===== src/rtl/eth_irq_gateway.sv =====
`default_nettype none
// ============================================================================
// eth_irq_gateway : level-IRQ gateways + priority/threshold claim/complete
// Revision 1.0
// ============================================================================
module eth_irq_gateway #(
   parameter int num_src_p    = 2,
   parameter int prio_width_p = 3,
   parameter int id_width_p   = 2
) (
   input  logic                              clk_i,
   input  logic                              reset_n_i,
   input  logic [num_src_p-1:0]              irq_i,
   input  logic [num_src_p*prio_width_p-1:0] priority_i,
   input  logic [prio_width_p-1:0]           threshold_i,
   input  logic                              claim_v_i,
   output logic [id_width_p-1:0]             claim_id_o,
   output logic                              claim_id_v_o,
   input  logic                              complete_v_i,
   input  logic [id_width_p-1:0]             complete_id_i,
   output logic [num_src_p-1:0]              src_clear_o,
   output logic                              ext_irq_o
);

   localparam logic [1:0] ST_IDLE    = 2'd0;
   localparam logic [1:0] ST_PEND    = 2'd1;
   localparam logic [1:0] ST_CLAIMED = 2'd2;

   logic [num_src_p-1:0]    elig;
   logic [num_src_p-1:0]    win_oh;
   logic [id_width_p-1:0]   win_id;
   logic [prio_width_p-1:0] best_prio;
   logic                    found;

   logic                    claim_id_v_q, claim_id_v_d;
   logic [id_width_p-1:0]   claim_id_q, claim_id_d;
   logic [num_src_p-1:0]    src_clear_q, src_clear_d;
   logic                    ext_irq_q, ext_irq_d;

   for (genvar s = 0; s < num_src_p; s++) begin : g_src
      localparam logic [id_width_p-1:0] SRC_ID = id_width_p'(s + 1);

      logic [1:0]              state_q, state_d;
      logic [prio_width_p-1:0] prio;

      assign prio    = priority_i[s*prio_width_p +: prio_width_p];
      assign elig[s] = (state_q == ST_PEND) && (prio != '0) && (prio > threshold_i);

      // irq_i is only looked at in IDLE, so a held line cannot re-pend while claimed
      always_comb begin
         state_d = state_q;
         case (state_q)
            ST_IDLE:    if (irq_i[s]) state_d = ST_PEND;
            ST_PEND:    if (claim_v_i && win_oh[s]) state_d = ST_CLAIMED;
            ST_CLAIMED: if (complete_v_i && (complete_id_i == SRC_ID)) state_d = ST_IDLE;
            default:    state_d = ST_IDLE;
         endcase
      end

      always_ff @(posedge clk_i or negedge reset_n_i) begin
         if (!reset_n_i) state_q <= ST_IDLE;
         else            state_q <= state_d;
      end
   end

   // Strict '>' while scanning upward keeps ties on the lowest index
   always_comb begin
      win_oh    = '0;
      win_id    = '0;
      best_prio = '0;
      found     = 1'b0;
      for (int s = 0; s < num_src_p; s++) begin
         if (elig[s] && (!found || (priority_i[s*prio_width_p +: prio_width_p] > best_prio))) begin
            found     = 1'b1;
            best_prio = priority_i[s*prio_width_p +: prio_width_p];
            win_id    = id_width_p'(s + 1);
            win_oh    = '0;
            win_oh[s] = 1'b1;
         end
      end
   end

   always_comb begin
      claim_id_v_d = claim_v_i;
      claim_id_d   = claim_v_i ? win_id : '0;
      src_clear_d  = claim_v_i ? win_oh : '0;
      ext_irq_d    = |elig;
   end

   always_ff @(posedge clk_i or negedge reset_n_i) begin
      if (!reset_n_i) begin
         claim_id_v_q <= 1'b0;
         claim_id_q   <= '0;
         src_clear_q  <= '0;
         ext_irq_q    <= 1'b0;
      end else begin
         claim_id_v_q <= claim_id_v_d;
         claim_id_q   <= claim_id_d;
         src_clear_q  <= src_clear_d;
         ext_irq_q    <= ext_irq_d;
      end
   end

   assign claim_id_v_o = claim_id_v_q;
   assign claim_id_o   = claim_id_q;
   assign src_clear_o  = src_clear_q;
   assign ext_irq_o    = ext_irq_q;

endmodule
`default_nettype wire


===== config.mk =====
export PLATFORM = sky130hd
export DESIGN_NAME = eth_irq_gateway
export DESIGN_NICKNAME = d
export VERILOG_FILES = /design/src/rtl/eth_irq_gateway.sv
export SDC_FILE = /design/constraint.sdc
export NUM_CORES = 1
export LEC_CHECK = 0
export ABC_AREA = 1
export CORE_UTILIZATION = 38
export CTS_CLUSTER_SIZE = 28
export DETAILED_ROUTE_END_ITERATION = 8
export PLACE_DENSITY = 0.73
export SETUP_SLACK_MARGIN = 0.2
export SYNTH_ARGS = -nofsm -noshare
export SYNTH_HDL_FRONTEND = slang
export SYNTH_SLANG_ARGS = --single-unit

===== constraint.sdc =====
create_clock -name clk_i -period 2 [get_ports clk_i]
set_clock_uncertainty 0.2 [all_clocks]
set_input_delay 0.3 -clock clk_i [delete_from_list [all_inputs] [get_ports clk_i]]
set_output_delay 0.3 -clock clk_i [all_outputs]
set_load 0.05 [all_outputs]

==> results of run 1 <==
## power by group
group	total, W	internal, W	leakage (nW)	switching (W)
registers	0.000242	0.000212	0.101	0.0000296
logic	0.000607	0.000284	0.480	0.000323
clock network	0.000131	0.0000692	0.0138	0.0000622
total	0.000980	0.000565	0.595	0.000415
## worst register-to-register path, cell delays in order (launching register included)
cell     delay (ns)
dfrtp_1        0.37
inv_2          0.06
nor2_4         0.11
nand2_2        0.07
nor2_4         0.10
nand2_2        0.08
inv_2          0.08
nand2_2        0.06
ha_4           0.23
a21oi_2        0.11
nand2_1        0.07
nand2_2        0.07
nand3_2        0.08
nand2_2        0.08
nand2_2        0.06
nand2_1        0.07
nand2_1        0.05
## sequential cells by signal (all words and copies together) (netlist names)
register       cells
src_clear_o        2
g_src.state_q      4
ext_irq_o          1
claim_id_v_o       1
## area by class of cell
cell class | count | area [um^2] | area share
clock buffer | 3 | 22.5 | 0.0199
inverter | 14 | 72.6 | 0.0642
multi-input combinational | 58 | 462 | 0.408
sequential | 8 | 200 | 0.177
tap | 16 | 20.0 | 0.0177
timing repair buffer | 44 | 354 | 0.313
## synth_stat cells, drive strengths merged
library cell	n	area share
inv	14	0.087
o21ai	2	0.023
buf	2	0.025
nand3	10	0.083
nand2	21	0.14
a21o	1	0.012
dfrtp	8	0.33
ha	9	0.19
nor2	13	0.097
a21oi	2	0.017
## worst min-delay path by stage
stage                                          startpoint  depth (start not counted)                               to
final                                           reset_n_i                          1         src_clear_o[1]$_DFF_PN0_
after global routing                            reset_n_i                          1  g_src[0].state_q[1]$_DFFE_PN0P_
after CTS                                       reset_n_i                          1         src_clear_o[1]$_DFF_PN0_
after detailed placement  g_src[0].state_q[0]$_DFFE_PN0P_                          3  g_src[0].state_q[0]$_DFFE_PN0P_
after global placement    g_src[1].state_q[0]$_DFFE_PN0P_                          3  g_src[1].state_q[0]$_DFFE_PN0P_
after floorplan                                 reset_n_i                          0           claim_id_v_o$_DFF_PN0_
## layout by cell type, fill, tap and decap left out
| cell type | instances |
|---|---|
| nand3_1 | 6 |
| a21o_1 | 1 |
| buf_2 | 5 |
| ha_4 | 5 |
| o21ai_0 | 1 |
| buf_4 | 22 |
| o21ai_2 | 1 |
| inv_1 | 8 |
| nand2_1 | 13 |
| ha_2 | 1 |
| nor2_1 | 8 |
| clkdlybuf4s50_1 | 10 |
| inv_12 | 1 |
| dlygate4sd2_1 | 6 |
| clkbuf_4 | 3 |
| inv_4 | 1 |
| nand2_2 | 8 |
| inv_2 | 3 |
| nor2_4 | 3 |
| dfrtp_1 | 8 |
| buf_6 | 1 |
| ha_1 | 3 |
| a21oi_2 | 2 |
| nand3_2 | 4 |
| nor2_2 | 2 |
| inv_6 | 1 |
## metrics by stage
step | total power (W) | hold slack, ns | std cells | util
6_report | 0.000980 | 0.119 | 143 | 0.760
5_1_grt | 0.00104 | 0.156 | 143 | 0.760
4_1_cts | 0.000917 | 0.128 | 141 | 0.741
3_5_place_dp | 0.000718 | 0.313 | 132 | 0.682
3_3_place_gp | 0.000702 | 0.298 | 132 | 0.682
2_1_floorplan | 0.000538 | -0.196 | 82 | -
## routing by layer
metal / part of all wire / track usage / up-vias
met2: 0.54 / 0.375 / 22
met1: 0.40 / 0.238 / 318
met4: 0.026 / 0.129 / 0
met5: 0 / 0 / -
met3: 0.028 / 0.0304 / 4
li1: - / - / 345
## kinds of logic (layout without fill, tap and decap cells)
kind of cell / count (synthesis) / count (layout) / share of synthesized area
adders and majority gates: 9 / 9 / 0.186
buffers and inverters: 16 / 61 / 0.112
and+or+nand+nor: 44 / 44 / 0.319
DFF: 8 / 8 / 0.331
AOI/OAI and AO/OA: 5 / 5 / 0.0518
## repair_timing
item,CTS,global route
buffers inserted,6,2
setup endpoints to repair,12,6
pin swaps,18,2
gates resized for setup,44,5
hold endpoints to repair,0,0
==> summary.txt, run 1 <==
Routing
  • Drt first pass iters: 4
  • Iteration-0 DRC Markers: 7
  • Routed WL: 1680 um
  • WL/cell: 11.8 um
  • DRC: 0
  • Final ANT Viol Nets: 0
  • DR vias/cell: 4.82
  • Vias: 689

Placed design
  • PortBufs: 22
  • Detailed placer's ending HPWL: 1190 um
  • GP Congestion: 0.787
  • Dpl cell area: 1010 um^2
  • Place WS: -0.865 ns

Yosys
  • Avg Inst Size Synth: 7.37 um^2
  • Synth Warn #: 0
  • Register area share after synthesis: 0.331
  • Post-Syn Instances: 82
  • Net Count, Synth: 108
  • Synth Cell Area: 604 um^2
  • Number of synthesized register bits: 8
  • Count of cell types in the netlist: 13

Critical path
  • Delay-heaviest family, CP: simple AND/OR/NAND/NOR gates
  • CP peak stage delay: 0.37 ns
  • CP Class: reg -> reg
  • Reg2reg path depth: 16
  • Reg-to-reg slack, setup: -0.04 ns
  • Critical Path Start: g_src[0].state_q[0]$_DFFE_PN0P_
  • Worst setup EP type: flip-flop
  • CP arrival: 2.00 ns
  • Most numerous cell on the critical path: nand2_2
  • Cell depth of the worst setup path: 16
  • Worst path cell trace: inv_2 > nor2_4 > nand2_2 > nor2_4 > nand2_2 > inv_2 > nand2_2 > ha_4 > a21oi_2 > nand2_1 > nand2_2 > nand3_2 > nand2_2 > nand2_2 > nand2_1 > nand2_1
  • FF-to-FF Start: g_src[0].state_q[0]$_DFFE_PN0P_
  • Crit path buffers/inverters: 2
  • Crit-path slowest cell: dfrtp_1
  • Startpoint types: flip-flop
  • R2R Path End: g_src[0].state_q[0]$_DFFE_PN0P_
  • CP Capture Point: g_src[0].state_q[0]$_DFFE_PN0P_
  • Worst Path Required: 1.96 ns
  • Critical path fanouts, max: 3

Finish
  • Layout overhead on the synthesized area: 87.2%
  • Fill cells: 115
  • # diodes: 0
  • Post-route design area: 1130 um^2
  • Layout cells sized above 1: 0.496
  • # nets final: 155

Timing
  • Minimum clock period: 2.04 ns
  • Max Slew Vio Count: 0
  • Unrepaired setup endpoints after global routing: yes
  • Final WS setup: -0.0399 ns
  • Slew margin rel.: 0.674
  • Hold Violations, Final: 0
  • Final period utilization: 1.02
  • Actual slew at the worst max-slew pin: 0.491 ns
  • Setup TNS: -0.0634 ns
  • F_max: 490 MHz
  • Final setup vio count: 2

Clocking
  • Clk root buf: clkbuf_4
  • CTS H-tree lvls: 1
  • # hold bufs at CTS: 0
  • Clock Latency Late Sink: 0.27 ns
  • Sink Count: 8
  • Clock-pin slew on the worst setup and hold paths: 0.06 ns
  • Clock buffer depth: 2
  • Number of clock buffers inserted by TritonCTS: 3
  • CTS tree: built

Hold path
  • Hold Crit Class: in -> async

GRT
  • Gr usage total: 0.213
  • First-pass GRT wire length: 2810 um
  • Vias in the first global route: 691
  • Pin count of the biggest net entering global routing: 9
  • Initial antenna violation count: 0
  • Total gr overflow: 0

Floorplan
  • Die area: 1750 um^2
  • Initial Util: 0.406
  • # IOs: 23
  • Die width: 41.9 um
  • Height of the die: 41.9 um
  • Core Box Area: 1490 um^2
  • Row count: 14

Flow run
  • Number of max-cap violations: 0

Pwr
  • Pleak: 0.595 nW
  • Peak VDD IR: 0.480 mV
  • PwrDens: 866 nW/um^2

Run status
  • Status: finished, violations left
  • Failing checks: setup timing
Power figures use the tool's default switching activity.
==> run 2, diff against run 1 <==
--- a/config.mk
+++ b/config.mk
@@ -6,6 +6,7 @@
 export NUM_CORES = 1
 export LEC_CHECK = 0
 export ABC_AREA = 1
+export ABC_CLOCK_PERIOD_IN_PS = 2000
 export CORE_UTILIZATION = 38
 export CTS_CLUSTER_SIZE = 28
 export DETAILED_ROUTE_END_ITERATION = 8
==> results of run 2 <==
Final layout, timing and power as in run 1 (identical DEF).
==> run 3, diff against run 2 <==
--- a/config.mk
+++ b/config.mk
@@ -12,6 +12,7 @@
 export DETAILED_ROUTE_END_ITERATION = 8
 export PLACE_DENSITY = 0.73
 export SETUP_SLACK_MARGIN = 0.2
+export SKIP_CTS_REPAIR_TIMING = 1
 export SYNTH_ARGS = -nofsm -noshare
 export SYNTH_HDL_FRONTEND = slang
 export SYNTH_SLANG_ARGS = --single-unit
==> run 3 against run 2 <==
  * The flow still finishes with violations (setup timing)
  * Sequential cell count stayed put
  * Combinational power is 4.8% lower
  * Sequential power hardly changed
  * Sequential share of layout area is 0.12 points lower
  * Critical path type is now in -> reg
  * Largest cell class unchanged
  * Largest power group unchanged
==> summary.txt, run 3 (synthesized netlist as in run 1, its figures left out) <==
Clocking
  • Clk root buf: clkbuf_4
  • Number of clock buffers inserted by TritonCTS: 3 (unchanged)
  • CTS tree: built
  • Clock Latency Late Sink: 0.26 ns (about the same)
  • CTS H-tree lvls: 1 (unchanged)
  • Clock-pin slew on the worst setup and hold paths: 0.06 ns (about the same)
  • Clock buffer depth: 2 (unchanged)
  • Sink Count: 8 (unchanged)

Timing
  • Slew margin rel.: 0.663 (-0.0116)
  • Setup TNS: -0.340 ns (-0.276 ns)
  • Minimum clock period: 2.11 ns (+0.0681 ns)
  • Final WS setup: -0.108 ns (-0.0681 ns)
  • Final period utilization: 1.05 (+0.0341)
  • Hold Violations, Final: 0 (unchanged)
  • Final setup vio count: 5 (+3)
  • F_max: 474 MHz (-3.2%)
  • Actual slew at the worst max-slew pin: 0.505 ns (+0.0146 ns)
  • Unrepaired setup endpoints after global routing: yes
  • Max Slew Vio Count: 0 (unchanged)

Floorplan
  • Die area: 1750 um^2 (unchanged)
  • Height of the die: 41.9 um (unchanged)
  • Row count: 14 (unchanged)
  • Die width: 41.9 um (unchanged)
  • Initial Util: 0.406 (unchanged)
  • # IOs: 23 (unchanged)
  • Core Box Area: 1490 um^2 (unchanged)

Critical path
  • Startpoint types: input pin
  • Critical path fanouts, max: 3 (unchanged)
  • CP Class: in -> reg
  • Worst Path Required: 1.96 ns (about the same)
  • Worst setup EP type: flip-flop
  • Reg2reg path depth: 17 (+1)
  • CP arrival: 2.07 ns (+0.07 ns)
  • Most numerous cell on the critical path: nand2_2
  • Worst path cell trace: clkbuf_2 > inv_12 > ha_4 > nand2_2 > o21ai_2 > nand2_2 > buf_6 > nor2_4 > ha_2 > inv_1 > nand3_1 > nand2_1 > nand2_2 > nand3_2 > nand2_2 > nand2_2 > nand2_1 > nand2_1
  • R2R Path End: g_src[0].state_q[0]$_DFFE_PN0P_
  • FF-to-FF Start: g_src[0].state_q[0]$_DFFE_PN0P_
  • CP peak stage delay: 0.26 ns (-0.11 ns)
  • Crit-path slowest cell: ha_4
  • Reg-to-reg slack, setup: -0.10 ns (-0.06 ns)

GRT
  • Initial antenna violation count: 0 (unchanged)
  • Vias in the first global route: 615 (-11%)
  • Total gr overflow: 0 (unchanged)
  • First-pass GRT wire length: 2260 um (-19%)
  • Pin count of the biggest net entering global routing: 9 (unchanged)
  • Gr usage total: 0.172 (-0.0409)

Pwr
  • PwrDens: 833 nW/um^2 (-3.9%)
  • Peak VDD IR: 0.415 mV (-13%)
  • Pleak: 0.684 nW (+15%)

Hold path
  • Hold Crit Class: in -> async

Finish
  • Layout overhead on the synthesized area: 88.4%
  • Layout cells sized above 1: 0.419 (-0.0767)
  • Most frequent cells in the layout: 18 x buf_4, 15 x nand2_1, 10 x clkdlybuf4s50_1, 10 x dlymetal6s2s_1, 9 x inv_1
  • # diodes: 0 (unchanged)
  • Non-Filler Instances: 140 (-2.1%)
  • Max reg flops: 4 (unchanged)
  • Most common cell after layout, fill and taps aside: buf_4
  • Biggest register: g_src.state_q
  • # nets final: 152 (-1.9%)

Routing
  • Final ANT Viol Nets: 0 (unchanged)
  • DR vias/cell: 4.85 (+0.66%)
  • DRC: 0 (unchanged)
  • Routed WL: 1600 um (-4.7%)
  • Vias: 679 (-1.5%)
  • Iteration-0 DRC Markers: 3 (-4)
  • Drt first pass iters: 3 (-1)
  • WL/cell: 11.4 um (-2.7%)

Placed design
  • GP Congestion: 0.787 (unchanged)
  • Detailed placer's ending HPWL: 1190 um (unchanged)
  • Placed instance count: 132 (unchanged)
  • PortBufs: 22 (unchanged)

Flow run
  • Number of max-cap violations: 0 (unchanged)

Run status
  • Status: finished, violations left
  • Failing checks: setup timing
[run 3: per-stage QoR]
| stage | power (W) | area [um^2] | setup slack, ns | hold slack [ns] | utilization |
|---|---|---|---|---|---|
| floorplan | 0.000538 | 684 | -0.0413 | -0.196 | - |
| global placement | 0.000702 | 1010 | -0.785 | 0.298 | 0.682 |
| detailed placement | 0.000718 | 1010 | -0.865 | 0.313 | 0.682 |
| CTS | 0.000848 | 1040 | -0.584 | 0.128 | 0.697 |
| global route | 0.00101 | 1140 | -0.248 | 0.150 | 0.765 |
| finish | 0.000948 | 1140 | -0.108 | 0.118 | 0.765 |
[run 3: routing by layer]
metal	routed length (um)	GRT usage
met1	661	0.184
met2	864	0.316
met3	49	0.0261
met4	26	0.0968
met5	0	0
[run 3: power by group]
| group | switching (W) | total [W] | internal (W) |
|---|---|---|---|
| combinational | 0.000306 | 0.000578 | 0.000272 |
| clock | 0.0000619 | 0.000131 | 0.0000691 |
| sequential | 0.0000269 | 0.000239 | 0.000212 |
[run 3: worst max path at each step]
stage                                          startpoint                         endpoint  slack [ns]  cells after the start
final                                      threshold_i[1]  g_src[0].state_q[0]$_DFFE_PN0P_       -0.11                     18
after global routing      g_src[0].state_q[0]$_DFFE_PN0P_  g_src[0].state_q[0]$_DFFE_PN0P_       -0.25                     17
after CTS                                  threshold_i[1]  g_src[0].state_q[0]$_DFFE_PN0P_       -0.58                     18
after detailed placement                   threshold_i[1]  g_src[0].state_q[0]$_DFFE_PN0P_       -0.86                     18
after global placement                     threshold_i[1]  g_src[0].state_q[0]$_DFFE_PN0P_       -0.79                     18
after floorplan                            threshold_i[1]  g_src[0].state_q[0]$_DFFE_PN0P_       -0.04                     17
[run 3: area by class of cell]
cell class | count | area [um^2]
Timing Repair Buffer | 41 | 382
Tap cell | 16 | 20.0
Fill cell | 121 | 350
Clock buffer | 3 | 22.5
Multi-Input combinational cell | 58 | 442
Inverter | 14 | 72.6
Sequential cell | 8 | 200
[run 3: worst max-delay path, delay by kind of cell]
kind	cells	cell delay (ns)
compound gates	1	0.16
simple gates	11	0.82
fa+ha+maj	2	0.42
buf+inv	4	0.37
